**config.mk**
```make
export PLATFORM = sky130hd
export DESIGN_NAME = pkt_distributor_flat
export DESIGN_NICKNAME = d
export VERILOG_FILES = /design/src/rtl/pkt_pkg.sv /design/src/rtl/pkt_distributor_if.sv /design/src/rtl/pkt_out_slot.sv /design/src/rtl/pkt_distributor.sv /design/src/flat_wrapper.sv
export SDC_FILE = /design/constraint.sdc
export NUM_CORES = 2
export LEC_CHECK = 0
export ABC_AREA = 0
export BUFFER_PORTS_ARGS = -buffer_cell sky130_fd_sc_hd__buf_4
export CAP_MARGIN = 20
export CORE_AREA = 2 2 614 616
export CTS_CLUSTER_DIAMETER = 150
export DETAILED_ROUTE_END_ITERATION = 16
export DIE_AREA = 0 0 616 618
export GPL_ROUTABILITY_DRIVEN = 0
export SYNTH_ARGS = -nofsm -noshare
export SYNTH_HDL_FRONTEND = slang
export SYNTH_HIERARCHICAL = 1
export SYNTH_SLANG_ARGS = --single-unit
```
**constraint.sdc**
```tcl
create_clock -name clk -period 39.1 [get_ports clk]
set_input_delay 3.91 -clock clk [delete_from_list [all_inputs] [get_ports clk]]
set_output_delay 3.91 -clock clk [all_outputs]
set_load 0.03 [all_outputs]
```
**src/rtl/pkt_pkg.sv**
```systemverilog
// pkt_pkg: shared beat type, distributor FSM states and default widths
package pkt_pkg;
    localparam int DEF_DWIDTH = 512;
    localparam int DEF_EWIDTH = 6;

    typedef struct packed {
        logic [DEF_DWIDTH-1:0] data;
        logic                  sop;
        logic                  eop;
        logic [DEF_EWIDTH-1:0] empty;
    } pkt_beat_t;

    typedef enum logic {IDLE, LOCKED} dist_state_t;
endpackage

```
**src/rtl/pkt_distributor_if.sv**
```systemverilog
// pkt_distributor_if: input Avalon-ST stream, NUM_OUT output lanes and drop counter
interface pkt_distributor_if
    import pkt_pkg::*;
#(
    parameter int NUM_OUT = 2,
    parameter int DWIDTH  = DEF_DWIDTH,
    parameter int EWIDTH  = DEF_EWIDTH
);
    logic [DWIDTH-1:0]         in_data;
    logic                      in_valid;
    logic                      in_sop;
    logic                      in_eop;
    logic [EWIDTH-1:0]         in_empty;
    logic                      in_ready;
    logic [NUM_OUT*DWIDTH-1:0] out_data;
    logic [NUM_OUT-1:0]        out_valid;
    logic [NUM_OUT-1:0]        out_sop;
    logic [NUM_OUT-1:0]        out_eop;
    logic [NUM_OUT*EWIDTH-1:0] out_empty;
    logic [NUM_OUT-1:0]        out_ready;
    logic [31:0]               drop_cnt;

    modport master (
        output in_data, in_valid, in_sop, in_eop, in_empty, out_ready,
        input  in_ready, out_data, out_valid, out_sop, out_eop, out_empty, drop_cnt
    );

    modport slave (
        input  in_data, in_valid, in_sop, in_eop, in_empty, out_ready,
        output in_ready, out_data, out_valid, out_sop, out_eop, out_empty, drop_cnt
    );
endinterface

```
**src/rtl/pkt_out_slot.sv**
```systemverilog
// pkt_out_slot: one-entry registered output stage for a single lane
module pkt_out_slot
    import pkt_pkg::*;
#(
    parameter int DWIDTH = DEF_DWIDTH,
    parameter int EWIDTH = DEF_EWIDTH
) (
    input  logic              clk,
    input  logic              rst,
    input  logic              i_load,
    input  logic [DWIDTH-1:0] i_data,
    input  logic              i_sop,
    input  logic              i_eop,
    input  logic [EWIDTH-1:0] i_empty,
    input  logic              i_ready,
    output logic              o_valid,
    output logic [DWIDTH-1:0] o_data,
    output logic              o_sop,
    output logic              o_eop,
    output logic [EWIDTH-1:0] o_empty,
    output logic              o_free
);
    logic              r_valid;
    logic [DWIDTH-1:0] r_data;
    logic              r_sop;
    logic              r_eop;
    logic [EWIDTH-1:0] r_empty;

    assign o_free  = ~r_valid | i_ready;
    assign o_valid = r_valid;
    assign o_data  = r_data;
    assign o_sop   = r_sop;
    assign o_eop   = r_eop;
    assign o_empty = r_empty;

    // A load always wins over an unload, so a same-cycle drain and refill keeps valid high.
    always_ff @(posedge clk or posedge rst) begin
        if (rst) begin
            r_valid <= 1'b0;
            r_data  <= '0;
            r_sop   <= 1'b0;
            r_eop   <= 1'b0;
            r_empty <= '0;
        end else if (i_load) begin
            r_valid <= 1'b1;
            r_data  <= i_data;
            r_sop   <= i_sop;
            r_eop   <= i_eop;
            r_empty <= i_empty;
        end else if (i_ready) begin
            r_valid <= 1'b0;
        end
    end
endmodule

```
**src/rtl/pkt_distributor.sv**
```systemverilog
// pkt_distributor: packet-locked round-robin demux spreading whole packets over NUM_OUT lanes
module pkt_distributor
    import pkt_pkg::*;
#(
    parameter int NUM_OUT = 2,
    parameter int DWIDTH  = DEF_DWIDTH,
    parameter int EWIDTH  = DEF_EWIDTH
) (
    input  logic             clk,
    input  logic             rst,
    pkt_distributor_if.slave bus
);
    localparam int PW = (NUM_OUT > 1) ? $clog2(NUM_OUT) : 1;

    dist_state_t               r_state;
    logic [PW-1:0]             r_ptr;
    logic [PW-1:0]             r_lock_sel;
    logic [31:0]               r_drop_cnt;
    logic [NUM_OUT-1:0]        w_free;
    logic [NUM_OUT-1:0]        w_load;
    logic [NUM_OUT-1:0]        w_valid;
    logic [NUM_OUT-1:0]        w_sop;
    logic [NUM_OUT-1:0]        w_eop;
    logic [NUM_OUT*DWIDTH-1:0] w_data;
    logic [NUM_OUT*EWIDTH-1:0] w_empty;
    logic                      w_found;
    logic                      w_ready;
    logic                      w_accept;
    logic                      w_orphan;
    logic                      w_err;
    logic                      w_fwd;
    logic                      w_sop_in;
    logic [PW-1:0]             w_target;
    logic [PW-1:0]             w_sel;

    // First free lane at or after ptr, wrapping; MSB of the result flags a hit.
    function automatic logic [PW:0] find_lane(input logic [NUM_OUT-1:0] free, input logic [PW-1:0] ptr);
        logic [PW:0] res;
        int          idx;
        res = '0;
        for (int k = NUM_OUT - 1; k >= 0; k--) begin
            idx = (int'(ptr) + k) % NUM_OUT;
            if (free[idx]) res = {1'b1, PW'(idx)};
        end
        return res;
    endfunction

    function automatic logic [PW-1:0] next_lane(input logic [PW-1:0] p);
        return (int'(p) == NUM_OUT - 1) ? '0 : p + 1'b1;
    endfunction

    assign {w_found, w_target} = find_lane(w_free, r_ptr);
    assign w_sel    = (r_state == LOCKED) ? r_lock_sel : w_target;
    assign w_ready  = rst ? 1'b0 : (r_state == LOCKED) ? w_free[r_lock_sel] : (bus.in_sop ? w_found : 1'b1);
    assign w_accept = bus.in_valid & w_ready;
    assign w_orphan = w_accept & (r_state == IDLE) & ~bus.in_sop;
    assign w_err    = w_accept & (r_state == LOCKED) & bus.in_sop;
    assign w_fwd    = w_accept & ~w_orphan;
    // A stray sop inside a locked packet is forwarded as a plain data beat.
    assign w_sop_in = bus.in_sop & (r_state == IDLE);

    assign bus.in_ready  = w_ready;
    assign bus.out_valid = w_valid;
    assign bus.out_data  = w_data;
    assign bus.out_sop   = w_sop;
    assign bus.out_eop   = w_eop;
    assign bus.out_empty = w_empty;
    assign bus.drop_cnt  = r_drop_cnt;

    for (genvar i = 0; i < NUM_OUT; i++) begin : g_lane
        assign w_load[i] = w_fwd & (w_sel == PW'(i));
        pkt_out_slot #(.DWIDTH(DWIDTH), .EWIDTH(EWIDTH)) u_slot (
            .clk    (clk),
            .rst    (rst),
            .i_load (w_load[i]),
            .i_data (bus.in_data),
            .i_sop  (w_sop_in),
            .i_eop  (bus.in_eop),
            .i_empty(bus.in_empty),
            .i_ready(bus.out_ready[i]),
            .o_valid(w_valid[i]),
            .o_data (w_data[i*DWIDTH +: DWIDTH]),
            .o_sop  (w_sop[i]),
            .o_eop  (w_eop[i]),
            .o_empty(w_empty[i*EWIDTH +: EWIDTH]),
            .o_free (w_free[i])
        );
    end

    always_ff @(posedge clk or posedge rst) begin
        if (rst) begin
            r_state    <= IDLE;
            r_ptr      <= '0;
            r_lock_sel <= '0;
            r_drop_cnt <= '0;
        end else begin
            if (w_fwd && r_state == IDLE && bus.in_eop) begin
                r_ptr <= next_lane(w_target);
            end else if (w_fwd && r_state == IDLE) begin
                r_lock_sel <= w_target;
                r_state    <= LOCKED;
            end else if (w_fwd && bus.in_eop) begin
                r_state <= IDLE;
                r_ptr   <= next_lane(r_lock_sel);
            end
            if ((w_orphan | w_err) && r_drop_cnt != '1)
                r_drop_cnt <= r_drop_cnt + 1'b1;
        end
    end
endmodule
```
**src/flat_wrapper.sv**
```systemverilog
// flat-port wrapper written by rule: the top's interface ports become plain ports
module pkt_distributor_flat import pkt_pkg::*;
#(
    parameter int NUM_OUT = 2,
    parameter int DWIDTH  = DEF_DWIDTH,
    parameter int EWIDTH  = DEF_EWIDTH
)
  (clk, rst, bus_in_data, bus_in_valid, bus_in_sop, bus_in_eop, bus_in_empty, bus_out_ready, bus_in_ready, bus_out_data, bus_out_valid, bus_out_sop, bus_out_eop, bus_out_empty, bus_drop_cnt);
  pkt_distributor_if #(.NUM_OUT(NUM_OUT), .DWIDTH(DWIDTH), .EWIDTH(EWIDTH)) bus_i ();
  input  logic clk;
  input  logic rst;
  input wire logic [$bits(bus_i.in_data)-1:0] bus_in_data;
  input wire logic [$bits(bus_i.in_valid)-1:0] bus_in_valid;
  input wire logic [$bits(bus_i.in_sop)-1:0] bus_in_sop;
  input wire logic [$bits(bus_i.in_eop)-1:0] bus_in_eop;
  input wire logic [$bits(bus_i.in_empty)-1:0] bus_in_empty;
  input wire logic [$bits(bus_i.out_ready)-1:0] bus_out_ready;
  output wire logic [$bits(bus_i.in_ready)-1:0] bus_in_ready;
  output wire logic [$bits(bus_i.out_data)-1:0] bus_out_data;
  output wire logic [$bits(bus_i.out_valid)-1:0] bus_out_valid;
  output wire logic [$bits(bus_i.out_sop)-1:0] bus_out_sop;
  output wire logic [$bits(bus_i.out_eop)-1:0] bus_out_eop;
  output wire logic [$bits(bus_i.out_empty)-1:0] bus_out_empty;
  output wire logic [$bits(bus_i.drop_cnt)-1:0] bus_drop_cnt;
  assign bus_i.in_data = bus_in_data;
  assign bus_i.in_valid = bus_in_valid;
  assign bus_i.in_sop = bus_in_sop;
  assign bus_i.in_eop = bus_in_eop;
  assign bus_i.in_empty = bus_in_empty;
  assign bus_i.out_ready = bus_out_ready;
  assign bus_in_ready = bus_i.in_ready;
  assign bus_out_data = bus_i.out_data;
  assign bus_out_valid = bus_i.out_valid;
  assign bus_out_sop = bus_i.out_sop;
  assign bus_out_eop = bus_i.out_eop;
  assign bus_out_empty = bus_i.out_empty;
  assign bus_drop_cnt = bus_i.drop_cnt;
  pkt_distributor #(.NUM_OUT(NUM_OUT), .DWIDTH(DWIDTH), .EWIDTH(EWIDTH)) u_core (.clk(clk), .rst(rst), .bus(bus_i));
endmodule
```
==> out/metrics.yaml <==
run_status:
  status: "finished clean"
yosys:
  synth_nets: 2902
  synth_seq_area_share_pct: 65.8
  synthCells: 2376
  yosys_register_bits: 1077
  synth_cell_types: 43
  syn_area_per_cell_um2: 17.2
  syn-cell-area_um2: 41000
  synth-warning-count: 6
clock_tree:
  htree_levels: 4
  hold_buffers: 0
  clk_path_buf_depth: 4
  insertion_delay_ns: 0.82
  cts_sinks: 1077
  cts_tree: "yes"
  clock-root-buffer: "clkbuf_16"
  cts_setup_buffers: 0
  numCtsBuffers: 141
  cts_resized: 0
  clk_pin_slew_worst_paths_ns: 0.04
power:
  switching_power_mw: 3.23
  p_comb_share_pct: 51.3
  p_per_area_nw_per_um2: 109
  power.share.clock_pct: 19.6
  p_seq_share_pct: 29.2
  irDropWorstVdd_mv: 0.0761
  power.internal_mw: 3.63
  p_leak_nw: 27.5
  finalPower_mw: 6.85
  sw_frac_of_total_pct: 47.1
routing:
  drt_iter0_markers: 1419
  wl_per_cell_um: 31.0
  wl_mm: 285
  drc: 0
  dr.pass1.iters: 5
  antenna_left: 0
  routed_via_density: 3.11
  vias: 28557
die:
  die_h_um: 618
  start_util_pct: 11.0
  io_pins: 1600
  core_area_um2: 374000
  die_area_um2: 381000
  row_count: 225
  die_x_um: 616
timing:
  postLayoutSetupSlackWorst_ns: 30.13
  slew_violations: 0
  setup_viol: 0
  tightestPinTransition_ns: 1.15
  fin_crit_sh_pct: 22.9
  finalHoldViolCount: 0
  fin_tns_setup_ns: 0
  fmax_ghz: 0.111
  slew_headroom_pct: 23.3
  finalClockSkew_ns: 0.0320
  period_minus_slack_ns: 8.97
  rsz0062_at_grt: "false"
finish:
  syn_to_final_growth_pct: 53.9
  fin_util_pct: 16.9
  layout_commonest_cell: "buf_4"
  fillerInstances: 41068
  drive_gt1_share_pct: 70.6
  layout_common_cells: "buf_4, dfrtp_1, mux2_2"
  layout.nets: 4564
  design_area_um2: 63100
global_routing:
  grt_max_degree: 139
  gr-usage-all-layers_pct: 14.4
  overflow: 0
  grt_pass1_wl_mm: 354
  grt_pass1_vias: 30478
  antenna_found_initial: 98
place:
  place_ws_ns: 30.18
  io_buffers: 1599
  placed_area_um2: 58200
  dp_hpwl_mm: 249
setup_path:
  crit_fanout: 4
  start_kind: "input port"
  cpMaxStageDelayCell: "a21oi_1"
  path_class: "in2out"
  endpoint_kind: "primary output"
  cp.required_ns: 35.19
  critPathArrivalTime_ns: 5.06
  crit_chain: "buf_4 -> nand2b_1 -> nand2b_1 -> a21oi_1 -> nor3_1 -> buf_4"
  slowest_delay_ns: 0.31
job:
  cap_violations: 0
min_path:
  hold_class: "reg2reg"
-- path summary, 6_finish.rpt --
path | from | to | slack, ns | cells after the start
max | bus_out_ready[0] | bus_in_ready | 30.13 | 6
min | u_core/g_lane[0].u_slot/o_data[441] | u_core/g_lane[0].u_slot/o_data[441] | 0.50 | 1
max reg2reg | u_core/g_lane[0].u_slot/o_valid | u_core/g_lane[0].u_slot/o_data[219] | 34.21 | 11
min reg2reg | u_core/g_lane[0].u_slot/o_data[441] | u_core/g_lane[0].u_slot/o_data[441] | 0.50 | 1
max in group asynchronous | rst | u_core/g_lane[0].u_slot/o_data[386] | 32.76 | 6
min in group asynchronous | rst | u_core/g_lane[0].u_slot/o_valid | 3.19 | 2
-- state kept, by name, indices dropped and copies added (netlist names) --
register,cells
u_core/r_state,1
u_core/r_lock_sel,1
u_core/r_ptr,1
u_core/g_lane.u_slot/o_sop,2
u_core/g_lane.u_slot/o_data,1024
u_core/g_lane.u_slot/o_empty,12
u_core/g_lane.u_slot/o_eop,2
u_core/g_lane.u_slot/o_valid,2
u_core/bus.drop_cnt,32
-- metrics by stage --
step | std cells | hold slack, ns
detailed placement | 8888 | 0.496
floorplan | 2376 | 0.510
global route | 9168 | 0.517
finish | 9179 | 0.501
CTS | 9134 | 0.508
global placement | 8887 | 0.491
-- final cells by class --
cell class | instances | area [um^2] | area share [%]
Sequential cell | 1077 | 27000 | 42.7
Multi-Input combinational cell | 1172 | 12700 | 20.1
Timing Repair Buffer | 1637 | 12300 | 19.6
Tap cell | 4994 | 6250 | 9.91
Clock buffer | 183 | 3970 | 6.29
Clock inverter | 63 | 743 | 1.18
Antenna cell | 44 | 110 | 0.175
Inverter | 9 | 48.8 | 0.0774
-- layer usage --
layer | up-vias | GRT usage (%) | wire length [um]
met5 | - | 0 | 129
met4 | 20 | 7.40 | 15900
met3 | 435 | 8.45 | 37600
met2 | 1360 | 23.4 | 133000
met1 | 14902 | 14.7 | 98800
li1 | 11840 | - | -
-- worst max-delay path, delay by kind of cell --
family	cells	cell delay [ns]
compound gates	1	0.31
buf+inv	2	0.29
simple gates	3	0.54
-- power by group through the flow --
stage                     Clock, mW  Combinational (mW)  Sequential, mW
final                          1.34                3.51            2.00
after global routing           1.43                3.69            2.07
after CTS                      1.39                3.62            2.00
after detailed placement          0                3.62            2.01
after global placement            0                3.60            1.98
after floorplan                   0               0.610            3.05
-- cells by family (layout without fill, tap and decap cells) --
logic type	Yosys count	in the layout	synth area share [%]
AO/OA/AOI/OAI	13	13	0.192
flip-flops	1077	1077	65.8
buffers and inverters	127	1892	3.35
adder cells (fa/ha/maj)	1	1	0.0305
other	0	44	0
multiplexers	1043	1043	28.7
AND/OR/NAND/NOR	86	86	1.37
XOR/XNOR	29	29	0.620
-- synthesized netlist by cell type (all sizes together) --
library cell	n	area (um^2)
a21oi	6	33.8
xor2	3	26.3
or2	1	6.26
nand3	17	118
and2	3	18.8
mux2	1041	11700
nor3b	2	15.0
a31oi	2	12.5
o21ai	2	10.0
a22oi	1	7.51
nand4	15	109
inv	9	33.8
nor4	3	33.8
dfrtp	1077	27000
xnor2	26	228
buf	102	1120
mux2i	2	20.0
nand4bb	1	11.3
and2b	2	16.3
a21boi	1	7.51
nor3	5	30.0
and4	2	17.5
nand2	10	37.5
or2b	2	15.0
o21a	1	7.51
clkbuf	16	220
ha	1	12.5
and3	6	43.8
nor2	8	30.0
nor4b	1	8.76
nand2b	7	43.8
nand3b	1	7.51
No activity file was read; power rests on OpenSTA's default activity.
